File: src/rtl/int_mac_pe_os.sv
// int_mac_pe_os: output-stationary signed MAC PE with operand forwarding and a saturating drain chain
module int_mac_pe_os #(
  parameter int DATA_WIDTH = 16,
  parameter int ACC_WIDTH  = 40,
  parameter int OUT_WIDTH  = 16,
  parameter int ROW_IDX    = 0
) (
  input  logic                  clk,
  input  logic                  rstn,
  input  logic [DATA_WIDTH-1:0] in_row,
  input  logic                  in_row_valid,
  input  logic [DATA_WIDTH-1:0] in_col,
  input  logic                  in_col_valid,
  input  logic                  sat_en,
  input  logic                  drain_start,
  input  logic [OUT_WIDTH-1:0]  drain_in,
  input  logic                  drain_in_valid,
  output logic [DATA_WIDTH-1:0] out_row,
  output logic                  out_row_valid,
  output logic [DATA_WIDTH-1:0] out_col,
  output logic                  out_col_valid,
  output logic [OUT_WIDTH-1:0]  drain_out,
  output logic                  drain_out_valid,
  output logic                  acc_ovf,
  output logic                  busy
);
  localparam int CW = $clog2(ROW_IDX + 2);
  localparam logic signed [ACC_WIDTH-1:0] OMAX = ACC_WIDTH'((64'sd1 <<< (OUT_WIDTH - 1)) - 64'sd1);
  localparam logic signed [ACC_WIDTH-1:0] OMIN = ~OMAX;
  localparam logic [OUT_WIDTH-1:0] OMAX_W = OMAX[OUT_WIDTH-1:0];
  localparam logic [OUT_WIDTH-1:0] OMIN_W = OMIN[OUT_WIDTH-1:0];
  typedef enum logic {ACC, FWD} state_t;
  state_t state_q, state_d;
  logic signed [2*DATA_WIDTH-1:0] mul;
  logic signed [ACC_WIDTH-1:0] acc_q, prod, sum;
  logic [CW-1:0] fwd_cnt_q, fwd_cnt_d;
  logic [OUT_WIDTH-1:0] word, drain_d;
  logic ovf_neg_q, fire, ovf_now, ovf_any, neg_dir, drain_take, last_word, drain_v_d;
  assign fire       = in_row_valid & in_col_valid;
  assign mul        = $signed(in_row) * $signed(in_col);
  assign prod       = ACC_WIDTH'(mul);
  assign sum        = acc_q + (fire ? prod : '0);
  assign ovf_now    = fire & (acc_q[ACC_WIDTH-1] == prod[ACC_WIDTH-1]) & (sum[ACC_WIDTH-1] != acc_q[ACC_WIDTH-1]);
  assign ovf_any    = acc_ovf | ovf_now;
  assign neg_dir    = ovf_now ? acc_q[ACC_WIDTH-1] : ovf_neg_q;
  assign drain_take = (state_q == ACC) & drain_start;
  assign last_word  = drain_in_valid & (fwd_cnt_q == CW'(ROW_IDX - 1));
  assign word = !sat_en ? sum[OUT_WIDTH-1:0] :
                ovf_any ? (neg_dir ? OMIN_W : OMAX_W) :
                sum > OMAX ? OMAX_W :
                sum < OMIN ? OMIN_W : sum[OUT_WIDTH-1:0];
  always_ff @(posedge clk) begin
    if (!rstn) begin
      state_q         <= ACC;
      fwd_cnt_q       <= '0;
      acc_q           <= '0;
      acc_ovf         <= 1'b0;
      ovf_neg_q       <= 1'b0;
      out_row         <= '0;
      out_row_valid   <= 1'b0;
      out_col         <= '0;
      out_col_valid   <= 1'b0;
      drain_out       <= '0;
      drain_out_valid <= 1'b0;
    end else begin
      state_q         <= state_d;
      fwd_cnt_q       <= fwd_cnt_d;
      acc_q           <= drain_take ? '0 : sum;
      acc_ovf         <= !drain_take & ovf_any;
      ovf_neg_q       <= !drain_take & neg_dir;
      out_row         <= in_row_valid ? in_row : out_row;
      out_row_valid   <= in_row_valid;
      out_col         <= in_col_valid ? in_col : out_col;
      out_col_valid   <= in_col_valid;
      drain_out       <= drain_d;
      drain_out_valid <= drain_v_d;
    end
  end
  always_comb begin
    state_d   = (state_q == ACC) ? ((drain_take && (ROW_IDX > 0)) ? FWD : ACC) : (last_word ? ACC : FWD);
    fwd_cnt_d = drain_take ? '0 : ((state_q == FWD) && drain_in_valid) ? fwd_cnt_q + 1'b1 : fwd_cnt_q;
  end
  always_comb begin
    busy      = (state_q == FWD);
    drain_d   = drain_take ? word : (busy && drain_in_valid) ? drain_in : drain_out;
    drain_v_d = busy ? drain_in_valid : drain_take;
  end
endmodule

File: config.mk
export PLATFORM = sky130hd
export DESIGN_NAME = int_mac_pe_os
export DESIGN_NICKNAME = d
export VERILOG_FILES = /design/src/rtl/int_mac_pe_os.sv
export SDC_FILE = /design/constraint.sdc
export NUM_CORES = 1
export LEC_CHECK = 0
export CAP_MARGIN = 20
export CORE_ASPECT_RATIO = 1.25
export CORE_MARGIN = 2
export CORE_UTILIZATION = 27
export CTS_CLUSTER_SIZE = 8
export DETAILED_ROUTE_END_ITERATION = 7
export DONT_BUFFER_PORTS = 1
export MAX_ROUTING_LAYER = met4
export PLACE_DENSITY_LB_ADDON = 0.15
export SLEW_MARGIN = 20
export SYNTH_ARGS = -nofsm -noshare
export SYNTH_HDL_FRONTEND = slang
export SYNTH_SLANG_ARGS = --single-unit
File: constraint.sdc
create_clock -name clk -period 15 [get_ports clk]
set_input_delay 3 -clock clk [delete_from_list [all_inputs] [get_ports clk]]
set_output_delay 3 -clock clk [all_outputs]
set_load 0.02 [all_outputs]
# Word-level counts from Yosys, hierarchy flattened

Cells that the tools add are included.

Flip-flop bits (word level): 95
Bits of input ports: 55
Output and inout port bits: 53
Word-level logic and storage cells: 44

$add $sub $neg: 2
Multipliers: 1
Order comparisons: 2
Equality and inequality tests: 2
Multiplexer cells: 11
Bitwise logic cells: 10
Reduce and logical (&&, ||, !) cells: 5

Operators by type and width:

| operator               | count |
|---|---|
| $mux W16               | 7 |
| $add A40 B40 Y40       | 1 |
| $gt A40 B16 Y1 const B | 1 |
| $lt A40 B16 Y1 const B | 1 |
| $mux W40               | 1 |
| $mul A16 B16 Y32       | 1 |
| $and A1 B1 Y1          | 7 |
| $mux W1                | 3 |
| $not A1 Y1             | 2 |
| $reduce_and A2 Y1      | 1 |
| $reduce_bool A2 Y1     | 1 |
| $reduce_or A2 Y1       | 1 |
| $add A1 B1 Y1 const B  | 1 |
| $eq A1 B1 Y1           | 1 |
| $logic_and A1 B1 Y1    | 1 |
| $logic_not A1 Y1       | 1 |
| $ne A1 B1 Y1           | 1 |
| $or A1 B1 Y1           | 1 |

# Depth between registers and ports, before layout

Depth in word-level cells: 10
Mapped depth: 44
Depth with buffers taken out: 41

# Least setup slack after synthesis

Ideal clock, no wire load.

Kind: input -> register
From: input port in_col[9]
To: register drain_out[9]
Setup time: 0.077 ns
Arrival time: 12.655 ns
Data required time: 14.923 ns
Slack: 2.268 ns
Stages: 41
Path buffers: 4
Path through: clkbuf_1 > clkbuf_1 > nand2_1 > fa_1 > inv_1 > fa_1 > ha_1 > fa_1 > fa_1 > inv_1 > fa_1 > inv_1 > ha_1 > a21o_1 > a21o_1 > a21oi_1 > o21ai_4 > a21oi_1 > [... 5 more ...] > nor2_1 > ha_1 > clkbuf_1 > a21o_1 > nor3_1 > a21oi_1 > and4_1 > a211o_1 > and2_1 > maj3_1 > xnor2_1 > or4_1 > a2111o_1 > o31a_1 > o21a_1 > buf_6 > or3_1 > a41oi_2

Cells in the longest elaborated chain, start to end: 10
Elaborated cells between the ends (all ways): 17
Classes of those cells: add/sub: 1; mul: 1; order compare: 2; eq/ne: 2; mux: 8; bitwise: 3

RTL lines:

| element                                                                  | line | RTL |
|---|---|---|
| from (decl)                                                              | 12   | `input logic [DATA_WIDTH-1:0] in_col,` |
| $mul A16 B16 Y32 (*)                                                     | 40   | `assign mul = $signed(in_row) * $signed(in_col);` |
| parallel branches: the longest is 7 deep, another holds $add A40 B40 Y40 | n/a  |  |
| $mux W16 (*)                                                             | 48   | `assign word = !sat_en ? sum[OUT_WIDTH-1:0] :` |
| $mux W16 (*)                                                             | 85   | `drain_d = drain_take ? word : (busy && drain_in_valid) ? drain_in : drain_out;` |
| to (signal assigned)                                                     | 75   | `drain_out <= drain_d;` |
| to (decl)                                                                | 22   | `output logic [OUT_WIDTH-1:0] drain_out,` |

Mark *: on every way between the ends.
A chain may end at the register's enable or synchronous reset.

# Worst setup path in the final report

From: input port in_row[6]
To: register drain_out[6]

Cells in the longest elaborated chain, start to end: 10
Elaborated cells between the ends (all ways): 17
Classes of those cells: add/sub: 1; mul: 1; order compare: 2; eq/ne: 2; mux: 8; bitwise: 3

RTL lines:

| element                                                                  | line | RTL |
|---|---|---|
| from (decl)                                                              | 10   | `input logic [DATA_WIDTH-1:0] in_row,` |
| $mul A16 B16 Y32 (*)                                                     | 40   |  |
| parallel branches: the longest is 7 deep, another holds $add A40 B40 Y40 | n/a  |  |
| $mux W16 (*)                                                             | 48   |  |
| $mux W16 (*)                                                             | 85   |  |

Marked as above.

==> summary.txt <==
Run status
  • Outcome: completed

Floorplanning
  • Core ar.: ~57000 um2
  • Row cnt: 98
  • I/O pin total: approximately 110
  • Die height: ~270 um
  • Initial cell density of the core: 0.274
  • Width of the chip: around 220 um
  • Die ar.: between 50000 and 60000 um2

Detailed routing
  • Antenna-violating nets left: 0
  • Post-route DRC: 0
  • Iteration-0 DRC Markers: between 600 and 700
  • DRT Wirelength: between 40000 and 50000 um
  • WL/cell: between 15 and 20 um
  • Vias per cell: about 4.7
  • First-pass DRT Iterations: 5
  • Vias post-DR: around 12000

Yosys
  • Ys Warns: 0
  • Syn_area_per_cell: just under 9 um2
  • Syn Inst Count: between 1500 and 2000
  • Syn nets: ~2200
  • Synth unique cells: 80
  • Register bit total from synthesis: 95
  • Synth Cell Area: around 16000 um2
  • EDFF count, synth: 0
  • Top_reg_cell synth: dfxtp_1
  • Fraction of registers with async set/reset: 0
  • Register area share after synthesis: 0.121

Clock tree
  • H-tree levels: 3
  • Reg clk slew, reported paths: ~0.070 ns
  • Clock Tree Root: clkbuf_16
  • Clock sinks: 95
  • Post-CTS sizing: 0
  • CTS tree: built
  • CTS Buffer Depth: 2
  • Clock Latency Late Sink: a little under 0.4 ns
  • Number of buffers created by CTS: 9
  • Post-CTS Setup Bufs: 0
  • Cts hold-fix bufs: 0

Run
  • MaxCap Viol Count: 0

Global route
  • First-pass GRT wire length: ~75000 um
  • Pin count of the biggest net entering global routing: 48
  • Total global routing overflow: 0
  • Vias in the first global route: around 13000
  • Initial antenna violation count: 0
  • GRT Util Overall: 0.168

Placement
  • # port buffers: 0
  • Gpl congestion: about 0.85
  • DP HPWL: between 30000 and 40000 um
  • Placed Instance Area: 16300 um2

Worst setup path
  • Worst EP arrival: between 10 and 15 ns
  • Worst EP required: ~15 ns
  • WP buf/inv: 4
  • Worst Setup Path Type: input port to flip-flop
  • Reg-to-reg slack, setup: 9.32 ns
  • Critical path's slowest cell: a211oi_1
  • Nature of the critical path startpoint: input port
  • Crit end category: flip-flop
  • Max FO, Critical Path: 17
  • Crit-path max cell delay: approximately 0.6 ns
  • Cell family with most CP delay: adder cells

Final layout
  • Share of layout cells above drive strength 1: 0.0223
  • Inserted Diodes: 0
  • Multi-input logic area: around 12000 um2
  • Fin area: approximately 17000 um2
  • Nets: approximately 2200
  • Area Growth Syn to Fin: 6.28%
  • Register Area: 1900 um2
  • Filler cell count: between 6000 and 7000

STA
  • Slew @ Worst Pin: between 0.8 and 0.9 ns
  • Max-slew violation count: 0
  • FMAX: 76.8 MHz
  • Setup violators final: 0
  • Setup_tns: 0 ns
  • Tcrit/Tclk final: 0.868
  • Min Clock Period, post-route: roughly 13 ns
  • Rel. slew slack: 0.453
  • RSZ-0062 raised after global routing: false
  • Final hold viol count: 0
  • Skew final: 0.00908 ns

Worst hold path
  • Hold crit path type: flip-flop to flip-flop
layer usage:
layer,up-vias,GRT usage,wire [um]
met5,-,-,0
met4,0,0.0372,712
met3,44,0.0276,2020
met2,224,0.272,22100
met1,5819,0.219,21400
li1,5546,-,-
path summary, 6_finish.rpt:
kind,from,end,cells after the start
setup / recovery,in_row[6],drain_out[6],38
hold reg to reg,fwd_cnt_q,busy,1
setup reg to reg,acc_q[0],drain_out[6],17
hold / removal,fwd_cnt_q,busy,1
cells by family (layout without fill, tap and decap cells):
kind of cell / after synthesis / count (layout) / synth area share
AO/OA/AOI/OAI: 242 / 242 / 0.108
XOR/XNOR: 74 / 74 / 0.0414
adder cells (fa/ha/maj): 380 / 380 / 0.429
buffers and inverters: 421 / 365 / 0.103
flip-flops: 95 / 95 / 0.121
multiplexers: 34 / 34 / 0.0218
AND/OR/NAND/NOR: 557 / 557 / 0.175
state kept, by name (all words and copies together) (netlist names):
signal	flops
acc_q	40
drain_out	16
out_col	16
out_row	16
acc_ovf	1
busy	1
drain_out_valid	1
fwd_cnt_q	1
out_col_valid	1
out_row_valid	1
ovf_neg_q	1
cell usage after synthesis (all sizes together) (4+ instances only):
| cell | number | area (um2) |
|---|---|---|
| xnor2 | 47 | 412 |
| a21oi | 69 | 349 |
| a31oi | 12 | 90.1 |
| nor2b | 14 | 87.6 |
| nand4 | 7 | 43.8 |
| o21a | 11 | 82.6 |
| and3 | 9 | 56.3 |
| buf | 8 | 50.0 |
| nor4 | 5 | 31.3 |
| a41oi | 9 | 116 |
| clkbuf | 67 | 251 |
| a211o | 6 | 52.6 |
| ha | 116 | 1450 |
| and4 | 4 | 35.0 |
| xor2 | 27 | 236 |
| a21o | 24 | 180 |
| or4 | 5 | 37.5 |
| dfxtp | 95 | 1900 |
| inv | 345 | 1290 |
| a22oi | 7 | 52.6 |
| mux2i | 33 | 330 |
| or2 | 6 | 37.5 |
| a211oi | 7 | 52.6 |
| o21bai | 5 | 37.5 |
| nand2 | 165 | 619 |
| or3 | 13 | 81.3 |
| nand2b | 16 | 100 |
| nor3 | 15 | 85.1 |
| o21ai | 42 | 229 |
| o211ai | 7 | 52.6 |
| fa | 263 | 5270 |
| nor2 | 129 | 484 |
| o31ai | 4 | 30.0 |
| and2 | 132 | 826 |
| nand3 | 28 | 145 |
per-stage QoR:
step	hold WS (ns)	cells	utilization	setup WS, ns
6_report	0.456	2497	0.291	1.98
3_5_place_dp	0.446	2481	0.285	1.56
5_1_grt	0.482	2497	0.291	1.29
4_1_cts	0.458	2497	0.291	1.94
2_1_floorplan	0.425	1803	-	2.27
3_3_place_gp	0.450	2481	0.285	1.52
cell type report:
cell class              count  area share
inverters                 346      0.0789
repair buffers              3     0.00135
clock buffers              11      0.0140
flip-flops and latches     95       0.114
multi-input cells        1287       0.730
clock inverters             5     0.00534
well taps                 750      0.0564
cells in the final DEF, fill, tap and decap left out, drive strengths merged, types with 12 or more instances in the layout:
cell type  Yosys  final
nor3          15     15
mux2i         33     33
and2         132    132
nand2b        16     16
nand2        165    165
dfxtp         95     95
a21oi         69     69
xnor2         47     47
inv          345    348
xor2          27     27
nor2b         14     14
a21o          24     24
or3           13     13
fa           263    263
nor2         129    129
ha           116    116
nand3         28     28
a31oi         12     12
o21ai         42     42
Power is not shown: default switching activity piles up to over one toggle a cycle in this logic, so the estimate is an artifact.
